==> config.mk <==
export PLATFORM = sky130hd
export DESIGN_NAME = ram_fifo_ctrl_flat
export DESIGN_NICKNAME = d
export VERILOG_FILES = /design/src/rtl/ram_fifo_ctrl_pkg.sv /design/src/rtl/ram_fifo_ctrl_if.sv /design/src/rtl/ram_fifo_ctrl_fifo_ptr.sv /design/src/rtl/ram_fifo_ctrl.sv /design/src/flat_wrapper.sv
export SDC_FILE = /design/constraint.sdc
export NUM_CORES = 1
export LEC_CHECK = 0
export BUFFER_PORTS_ARGS = -buffer_cell sky130_fd_sc_hd__buf_2
export CAP_MARGIN = 25
export CORE_UTILIZATION = 47
export CTS_BUF_LIST = sky130_fd_sc_hd__clkbuf_16
export CTS_CLUSTER_DIAMETER = 100
export DETAILED_ROUTE_END_ITERATION = 10
export PLACE_DENSITY_LB_ADDON = 0.15
export SLEW_MARGIN = 5
export SYNTH_ARGS = -nofsm -noshare
export SYNTH_HDL_FRONTEND = slang
export SYNTH_HIERARCHICAL = 1
export SYNTH_SLANG_ARGS = --single-unit
==> constraint.sdc <==
create_clock -name clk_t -period 2.7 [get_ports clk_t]
set_input_delay 0.405 -clock clk_t [delete_from_list [all_inputs] [get_ports clk_t]]
set_output_delay 0.405 -clock clk_t [all_outputs]
set_load 0.03 [all_outputs]
==> src/rtl/ram_fifo_ctrl_pkg.sv <==
// Shared sizing and state encoding for the RAM-backed FIFO controller.
// Widths here are the defaults picked up by the interface and the top.
package ram_fifo_ctrl_pkg;

    localparam int N     = 4;
    localparam int M     = 4;
    localparam int DEPTH = 1 << N;

    typedef enum logic {
        ST_INIT = 1'b0,
        ST_RUN  = 1'b1
    } state_t;

endpackage

==> src/rtl/ram_fifo_ctrl_if.sv <==
// Request/response and dual-port RAM signals of the FIFO controller.
// The slave modport is the controller's view; the master modport is its environment.
interface ram_fifo_ctrl_if #(
    parameter int N = ram_fifo_ctrl_pkg::N,
    parameter int M = ram_fifo_ctrl_pkg::M
);

    logic         push;
    logic [M-1:0] push_data;
    logic         pop;
    logic [M-1:0] pop_data;
    logic         pop_valid;
    logic         full;
    logic         empty;
    logic [N:0]   count;
    logic         busy;
    logic         ram_r;
    logic         ram_w;
    logic [N-1:0] ram_address_in;
    logic [N-1:0] ram_address_out;
    logic [M-1:0] ram_d_in;
    logic [M-1:0] ram_d_out;

    modport slave (
        input  push, push_data, pop, ram_d_out,
        output pop_data, pop_valid, full, empty, count, busy,
               ram_r, ram_w, ram_address_in, ram_address_out, ram_d_in
    );

    modport master (
        output push, push_data, pop, ram_d_out,
        input  pop_data, pop_valid, full, empty, count, busy,
               ram_r, ram_w, ram_address_in, ram_address_out, ram_d_in
    );

endinterface

==> src/rtl/ram_fifo_ctrl_fifo_ptr.sv <==
// Wrapping W-bit pointer with synchronous clear and count enable.
// Reset and clear both force zero; clear has priority over enable.
module fifo_ptr #(
    parameter int W = 4
) (
    input  logic         clk_t,
    input  logic         rst,
    input  logic         clr,
    input  logic         en,
    output logic [W-1:0] ptr
);

    localparam logic [W-1:0] PTR_ONE = {{(W-1){1'b0}}, 1'b1};

    logic [W-1:0] ptr_q;
    logic [W-1:0] ptr_d;

    always_comb begin
        ptr_d = ptr_q;
        if (clr) begin
            ptr_d = '0;
        end else if (en) begin
            ptr_d = ptr_q + PTR_ONE;
        end
    end

    always_ff @(posedge clk_t) begin
        if (rst) begin
            ptr_q <= '0;
        end else begin
            ptr_q <= ptr_d;
        end
    end

    assign ptr = ptr_q;

endmodule

==> src/rtl/ram_fifo_ctrl.sv <==
// FIFO controller over an external dual-port RAM: zero-fills the RAM after reset,
// then queues pushes and issues reads whose data returns two cycles after the pop.
module ram_fifo_ctrl #(
    parameter int N = ram_fifo_ctrl_pkg::N,
    parameter int M = ram_fifo_ctrl_pkg::M
) (
    input  logic           clk_t,
    input  logic           rst,
    ram_fifo_ctrl_if.slave bus
);

    import ram_fifo_ctrl_pkg::*;

    localparam logic [N:0] CNT_ONE = {{N{1'b0}}, 1'b1};
    localparam logic [N:0] CNT_MAX = {1'b1, {N{1'b0}}};

    state_t       state_q, state_d;
    logic         busy_q, busy_d;
    logic         ram_w_q, ram_w_d;
    logic         ram_r_q, ram_r_d;
    logic [N-1:0] ram_addr_in_q, ram_addr_in_d;
    logic [N-1:0] ram_addr_out_q, ram_addr_out_d;
    logic [M-1:0] ram_d_in_q, ram_d_in_d;
    logic [M-1:0] pop_data_q, pop_data_d;
    logic         pop_valid_q, pop_valid_d;
    logic [N:0]   count_q, count_d;
    logic         full_q, full_d;
    logic         empty_q, empty_d;

    logic [N-1:0] wr_ptr;
    logic [N-1:0] rd_ptr;
    logic [N-1:0] init_ptr;
    logic         push_acc;
    logic         pop_acc;
    logic         in_init;

    assign in_init  = (state_q == ST_INIT);
    // Full/empty are the registered flags, so a push+pop pair on a full FIFO
    // only accepts the pop and on an empty FIFO only accepts the push.
    assign push_acc = (state_q == ST_RUN) && bus.push && !full_q;
    assign pop_acc  = (state_q == ST_RUN) && bus.pop && !empty_q;

    fifo_ptr #(.W(N)) u_wr_ptr (
        .clk_t (clk_t),
        .rst   (rst),
        .clr   (in_init),
        .en    (push_acc),
        .ptr   (wr_ptr)
    );

    fifo_ptr #(.W(N)) u_rd_ptr (
        .clk_t (clk_t),
        .rst   (rst),
        .clr   (in_init),
        .en    (pop_acc),
        .ptr   (rd_ptr)
    );

    fifo_ptr #(.W(N)) u_init_ptr (
        .clk_t (clk_t),
        .rst   (rst),
        .clr   (!in_init),
        .en    (in_init),
        .ptr   (init_ptr)
    );

    always_comb begin
        state_d        = state_q;
        // busy lags the state by one cycle so it covers the final init write
        busy_d         = in_init;
        ram_w_d        = 1'b0;
        ram_r_d        = 1'b0;
        ram_addr_in_d  = ram_addr_in_q;
        ram_addr_out_d = ram_addr_out_q;
        ram_d_in_d     = ram_d_in_q;
        pop_valid_d    = ram_r_q;
        pop_data_d     = pop_data_q;
        count_d        = count_q;

        if (ram_r_q) begin
            pop_data_d = bus.ram_d_out;
        end

        case (state_q)
            ST_INIT: begin
                ram_w_d       = 1'b1;
                ram_addr_in_d = init_ptr;
                ram_d_in_d    = '0;
                if (init_ptr == '1) begin
                    state_d = ST_RUN;
                end
            end
            ST_RUN: begin
                if (push_acc) begin
                    ram_w_d       = 1'b1;
                    ram_addr_in_d = wr_ptr;
                    ram_d_in_d    = bus.push_data;
                end
                if (pop_acc) begin
                    ram_r_d        = 1'b1;
                    ram_addr_out_d = rd_ptr;
                end
            end
            default: begin
                state_d = ST_INIT;
            end
        endcase

        case ({push_acc, pop_acc})
            2'b10:   count_d = count_q + CNT_ONE;
            2'b01:   count_d = count_q - CNT_ONE;
            default: count_d = count_q;
        endcase

        full_d  = (count_d == CNT_MAX);
        empty_d = (count_d == '0);
    end

    always_ff @(posedge clk_t) begin
        if (rst) begin
            state_q        <= ST_INIT;
            busy_q         <= 1'b1;
            ram_w_q        <= 1'b0;
            ram_r_q        <= 1'b0;
            ram_addr_in_q  <= '0;
            ram_addr_out_q <= '0;
            ram_d_in_q     <= '0;
            pop_data_q     <= '0;
            pop_valid_q    <= 1'b0;
            count_q        <= '0;
            full_q         <= 1'b0;
            empty_q        <= 1'b1;
        end else begin
            state_q        <= state_d;
            busy_q         <= busy_d;
            ram_w_q        <= ram_w_d;
            ram_r_q        <= ram_r_d;
            ram_addr_in_q  <= ram_addr_in_d;
            ram_addr_out_q <= ram_addr_out_d;
            ram_d_in_q     <= ram_d_in_d;
            pop_data_q     <= pop_data_d;
            pop_valid_q    <= pop_valid_d;
            count_q        <= count_d;
            full_q         <= full_d;
            empty_q        <= empty_d;
        end
    end

    assign bus.busy            = busy_q;
    assign bus.ram_w           = ram_w_q;
    assign bus.ram_r           = ram_r_q;
    assign bus.ram_address_in  = ram_addr_in_q;
    assign bus.ram_address_out = ram_addr_out_q;
    assign bus.ram_d_in        = ram_d_in_q;
    assign bus.pop_data        = pop_data_q;
    assign bus.pop_valid       = pop_valid_q;
    assign bus.count           = count_q;
    assign bus.full            = full_q;
    assign bus.empty           = empty_q;

endmodule
==> src/flat_wrapper.sv <==
// flat-port wrapper written by rule: the top's interface ports become plain ports
module ram_fifo_ctrl_flat import ram_fifo_ctrl_pkg::*;
#(
    parameter int N = ram_fifo_ctrl_pkg::N,
    parameter int M = ram_fifo_ctrl_pkg::M
)
  (clk_t, rst, bus_push, bus_push_data, bus_pop, bus_ram_d_out, bus_pop_data, bus_pop_valid, bus_full, bus_empty, bus_count, bus_busy, bus_ram_r, bus_ram_w, bus_ram_address_in, bus_ram_address_out, bus_ram_d_in);
  ram_fifo_ctrl_if #(.N(N), .M(M)) bus_i ();
  input  logic clk_t;
  input  logic rst;
  input wire logic [$bits(bus_i.push)-1:0] bus_push;
  input wire logic [$bits(bus_i.push_data)-1:0] bus_push_data;
  input wire logic [$bits(bus_i.pop)-1:0] bus_pop;
  input wire logic [$bits(bus_i.ram_d_out)-1:0] bus_ram_d_out;
  output wire logic [$bits(bus_i.pop_data)-1:0] bus_pop_data;
  output wire logic [$bits(bus_i.pop_valid)-1:0] bus_pop_valid;
  output wire logic [$bits(bus_i.full)-1:0] bus_full;
  output wire logic [$bits(bus_i.empty)-1:0] bus_empty;
  output wire logic [$bits(bus_i.count)-1:0] bus_count;
  output wire logic [$bits(bus_i.busy)-1:0] bus_busy;
  output wire logic [$bits(bus_i.ram_r)-1:0] bus_ram_r;
  output wire logic [$bits(bus_i.ram_w)-1:0] bus_ram_w;
  output wire logic [$bits(bus_i.ram_address_in)-1:0] bus_ram_address_in;
  output wire logic [$bits(bus_i.ram_address_out)-1:0] bus_ram_address_out;
  output wire logic [$bits(bus_i.ram_d_in)-1:0] bus_ram_d_in;
  assign bus_i.push = bus_push;
  assign bus_i.push_data = bus_push_data;
  assign bus_i.pop = bus_pop;
  assign bus_i.ram_d_out = bus_ram_d_out;
  assign bus_pop_data = bus_i.pop_data;
  assign bus_pop_valid = bus_i.pop_valid;
  assign bus_full = bus_i.full;
  assign bus_empty = bus_i.empty;
  assign bus_count = bus_i.count;
  assign bus_busy = bus_i.busy;
  assign bus_ram_r = bus_i.ram_r;
  assign bus_ram_w = bus_i.ram_w;
  assign bus_ram_address_in = bus_i.ram_address_in;
  assign bus_ram_address_out = bus_i.ram_address_out;
  assign bus_ram_d_in = bus_i.ram_d_in;
  ram_fifo_ctrl #(.N(N), .M(M)) u_core (.clk_t(clk_t), .rst(rst), .bus(bus_i));
endmodule
==> metrics.md <==
| Metric | Value |
|---|---|
| Reg2Reg Launch Point | `u_core/state_q$_SDFF_PP0_` |
| Vias | `1444` |
| Starting DRT DRC Count | `69` |
| Area grow syn2layout | `24.31%` |
| Gr usage total | `19.29%` |
| Dpl hpwl | `2.435 mm` |
| Xor and xnor fraction of the mapped netlist area | `3.066%` |
| Setup slack at placement | `0.2174 ns` |
| Final worst path period share | `92.13%` |
| WL final | `3.451 mm` |
| Hold WC Path Type | `input pin to flop` |
| Syn Area/Cell | `9.739 µm²` |
| Post-Syn Instances | `176` |
| Asr flop ratio synth | `0%` |
| Crit path DAT | `2.66 ns` |
| Initial antenna violation count | `0` |
| Global route overflow | `0` |
| Number of enable flip-flop cells after synthesis | `0` |
| Max_slew headroom | `58.61%` |
| DRC | `0` |
| Longest Clk Path Bufs | `2` |
| Syn. warnings | `6` |
| Unique masters post-synth | `41` |
| Core area | `0.003416 mm²` |
| Slew of the pin with the lowest slew margin | `0.6209 ns` |
| Crit Path Class | `flop to flop` |
| FF+latch count, synth | `40` |
| Clock sink count | `40` |
| Vias in the first global route | `1374` |
| Nets | `237` |
| CTS tree | `done` |
| Pin count of the biggest net entering global routing | `38` |
| # resized after CTS | `0` |
| Leak | `0.9559 nW` |
| Share of layout cells above drive strength 1 | `27.73%` |
| Row cnt | `21` |
| Hold depth | `3` |
| Reg clk slew, reported paths | `0.05 ns` |
| Largest family of logic cells by synthesized area | `simple AND/OR/NAND/NOR gates` |
| Critical path startpoint category | `flop` |
| Ports | `39` |
| Port Buffers | `38` |
| ANT cells | `0` |
| Compound-cell area share of the yosys netlist | `12.34%` |
| Setup TNS | `0 ns` |
| Multiplexer area fraction after synthesis | `8.978%` |
| Initial Utilization | `50.18%` |
| Final hold vios | `0` |
| Root buf cell | `clkbuf_16` |
| PwrDens | `604.6 mW/mm²` |
| Die Area | `0.003893 mm²` |
| Register area share after synthesis | `46.72%` |
| Number of buffers created by CTS | `5` |
| Crit end category | `flop` |
| Pins Over Slew Limit | `0` |
| Cts hold-fix bufs | `0` |
| Routed wire length per instance | `12.97 µm` |
| Final setup margin | `0.2125 ns` |
| RSZ-0062 raised after global routing | `false` |
| GP Congestion | `0.8719` |
| Adder-cell area share of the yosys netlist | `4.380%` |
| Setup bufs post-CTS | `0` |
| Max Freq | `0.4020 GHz` |
| Worst IR Drop VDD | `0.0002964 V` |
| Synth Flop Type | `dfxtp_1` |
| Simple-gate portion of the synthesized area | `21.46%` |
| Crit path from | `u_core/state_q$_SDFF_PP0_` |
| Detailed Routing Iterations Pass 1 | `4` |
| Hold Startpoint | `bus_ram_d_out[2]` |
| Die H | `62.39 µm` |
| Most frequent cells in the layout | `dfxtp_1 (39), buf_2 (38), nor2_1 (21)` |
| Mapped Area | `0.001714 mm²` |
| Clock Latency Late Sink | `0.28 ns` |
| Crit Path Max Fanout | `8` |
| WP data required | `2.87 ns` |
| Final min period | `2.487 ns` |
| H-tree levels | `2` |
| Wire length of the first global-routing pass | `5.878 mm` |
| # setup viols final | `0` |
| Remaining antenna violation count | `0` |
| Commonest non-fill, non-tap cell in the layout | `dfxtp_1` |
| Worst reg-to-reg path cell count | `10` |
| Vias per inst | `5.429` |
| Syn_nets | `194` |
| Max-Cap Viols | `0` |
| Skew final | `0.002098 ns` |
| Outcome | `completed` |
| Die W | `62.39 µm` |
## kinds of logic after synthesis
| group | after synthesis |
|---|---|
| AND/OR/NAND/NOR | 67 |
| flip-flops | 40 |
| AO/OA/AOI/OAI | 30 |
| multiplexers | 15 |
| buffers and inverters | 12 |
| XOR/XNOR | 6 |
| adder cells (fa/ha/maj) | 6 |
## where the power goes
part / internal, mW / switching [mW]
Clock: 0.430 / 0.213
Combinational: 0.0171 / 0.0237
Sequential: 0.598 / 0.00707
Total: 1.04 / 0.243
## worst max-delay path: stages (launching register included)
cell and delay (ns):
dfxtp_1 0.46, nand2_1 0.07, or2_1 0.23, ha_1 0.22
xor2_1 0.17, ha_1 0.23, a21oi_2 0.16, xor2_1 0.10
or3_1 0.33, and3_4 0.19, a31o_1 0.21
## synthesized netlist by cell type, types with 2 or more instances
| cell type | instances | share of area, % |
|---|---|---|
| a21bo_2 | 3 | 1.8 |
| mux2i_1 | 12 | 7.0 |
| nor2b_1 | 4 | 1.5 |
| or2_2 | 3 | 1.1 |
| nand4_1 | 4 | 1.5 |
| inv_1 | 4 | 0.88 |
| a221oi_1 | 4 | 2.0 |
| buf_1 | 2 | 0.44 |
| xor2_1 | 3 | 1.5 |
| clkbuf_1 | 4 | 0.88 |
| nand3b_1 | 5 | 2.2 |
| nor3_1 | 4 | 1.2 |
| and3_1 | 4 | 1.5 |
| or3_1 | 2 | 0.73 |
| a21oi_1 | 12 | 3.5 |
| nand3_1 | 5 | 1.5 |
| nand2_1 | 6 | 1.3 |
| ha_1 | 6 | 4.4 |
| nor3b_1 | 3 | 1.3 |
| o21ai_0 | 2 | 0.58 |
| xnor2_1 | 3 | 1.5 |
| nor2_1 | 21 | 4.6 |
| mux2_1 | 3 | 2.0 |
| dfxtp_1 | 40 | 47 |
## sequential cells by signal, indices dropped and copies added, names as in the netlist
name,count
u_core/u_rd_ptr/ptr,4
u_core/bus.ram_r,1
u_core/bus.count,5
u_core/u_wr_ptr/ptr,4
u_core/bus.ram_w,1
u_core/bus.busy,1
u_core/bus.ram_d_in,4
u_core/state_q,1
u_core/bus.ram_address_out,4
u_core/bus.full,1
u_core/u_init_ptr/ptr,4
u_core/bus.pop_data,4
u_core/bus.pop_valid,1
u_core/bus.ram_address_in,4
u_core/bus.empty,1
## final timing paths
check | endpoint | slack [ns]
hold / removal | u_core/bus.pop_data[2]$_SDFFE_PP0P_ | 0.37
hold reg to reg | u_core/bus.ram_d_in[0]$_SDFFE_PP0P_ | 0.48
setup reg to reg | u_core/bus.empty$_SDFF_PP1_ | 0.21
setup / recovery | u_core/bus.empty$_SDFF_PP1_ | 0.21
## area by class of cell
cell class / count / area [µm²]
Fill cell: 282 / 1285
Multi-Input combinational cell: 124 / 860.8
Sequential cell: 40 / 802.0
Timing Repair Buffer: 43 / 227.7
Clock buffer: 5 / 125.1
Tap cell: 46 / 57.56
Clock inverter: 3 / 38.79
Inverter: 5 / 18.77
## through the flow
| step | total power [mW] | hold slack (ns) | utilization, % | cell area (µm²) | std cells |
|---|---|---|---|---|---|
| 2_1_floorplan | 0.6404 | 0.4765 | - | 1715 | 176 |
| 3_3_place_gp | 0.6560 | 0.4527 | 57.58 | 1967 | 258 |
| 3_5_place_dp | 0.6578 | 0.4668 | 57.58 | 1967 | 258 |
| 4_1_cts | 1.304 | 0.3603 | 62.38 | 2131 | 266 |
| 5_1_grt | 1.337 | 0.3747 | 62.38 | 2131 | 266 |
| 6_report | 1.288 | 0.3660 | 62.38 | 2131 | 266 |
## layer usage
layer	share of wire, %	global-route usage, %	vias up
li1	-	-	715
met1	45	22.78	674
met2	46	30.49	48
met3	7.5	6.387	7
met4	1.8	11.34	0
met5	0	0	-
No activity file was read; power rests on OpenSTA's default activity.
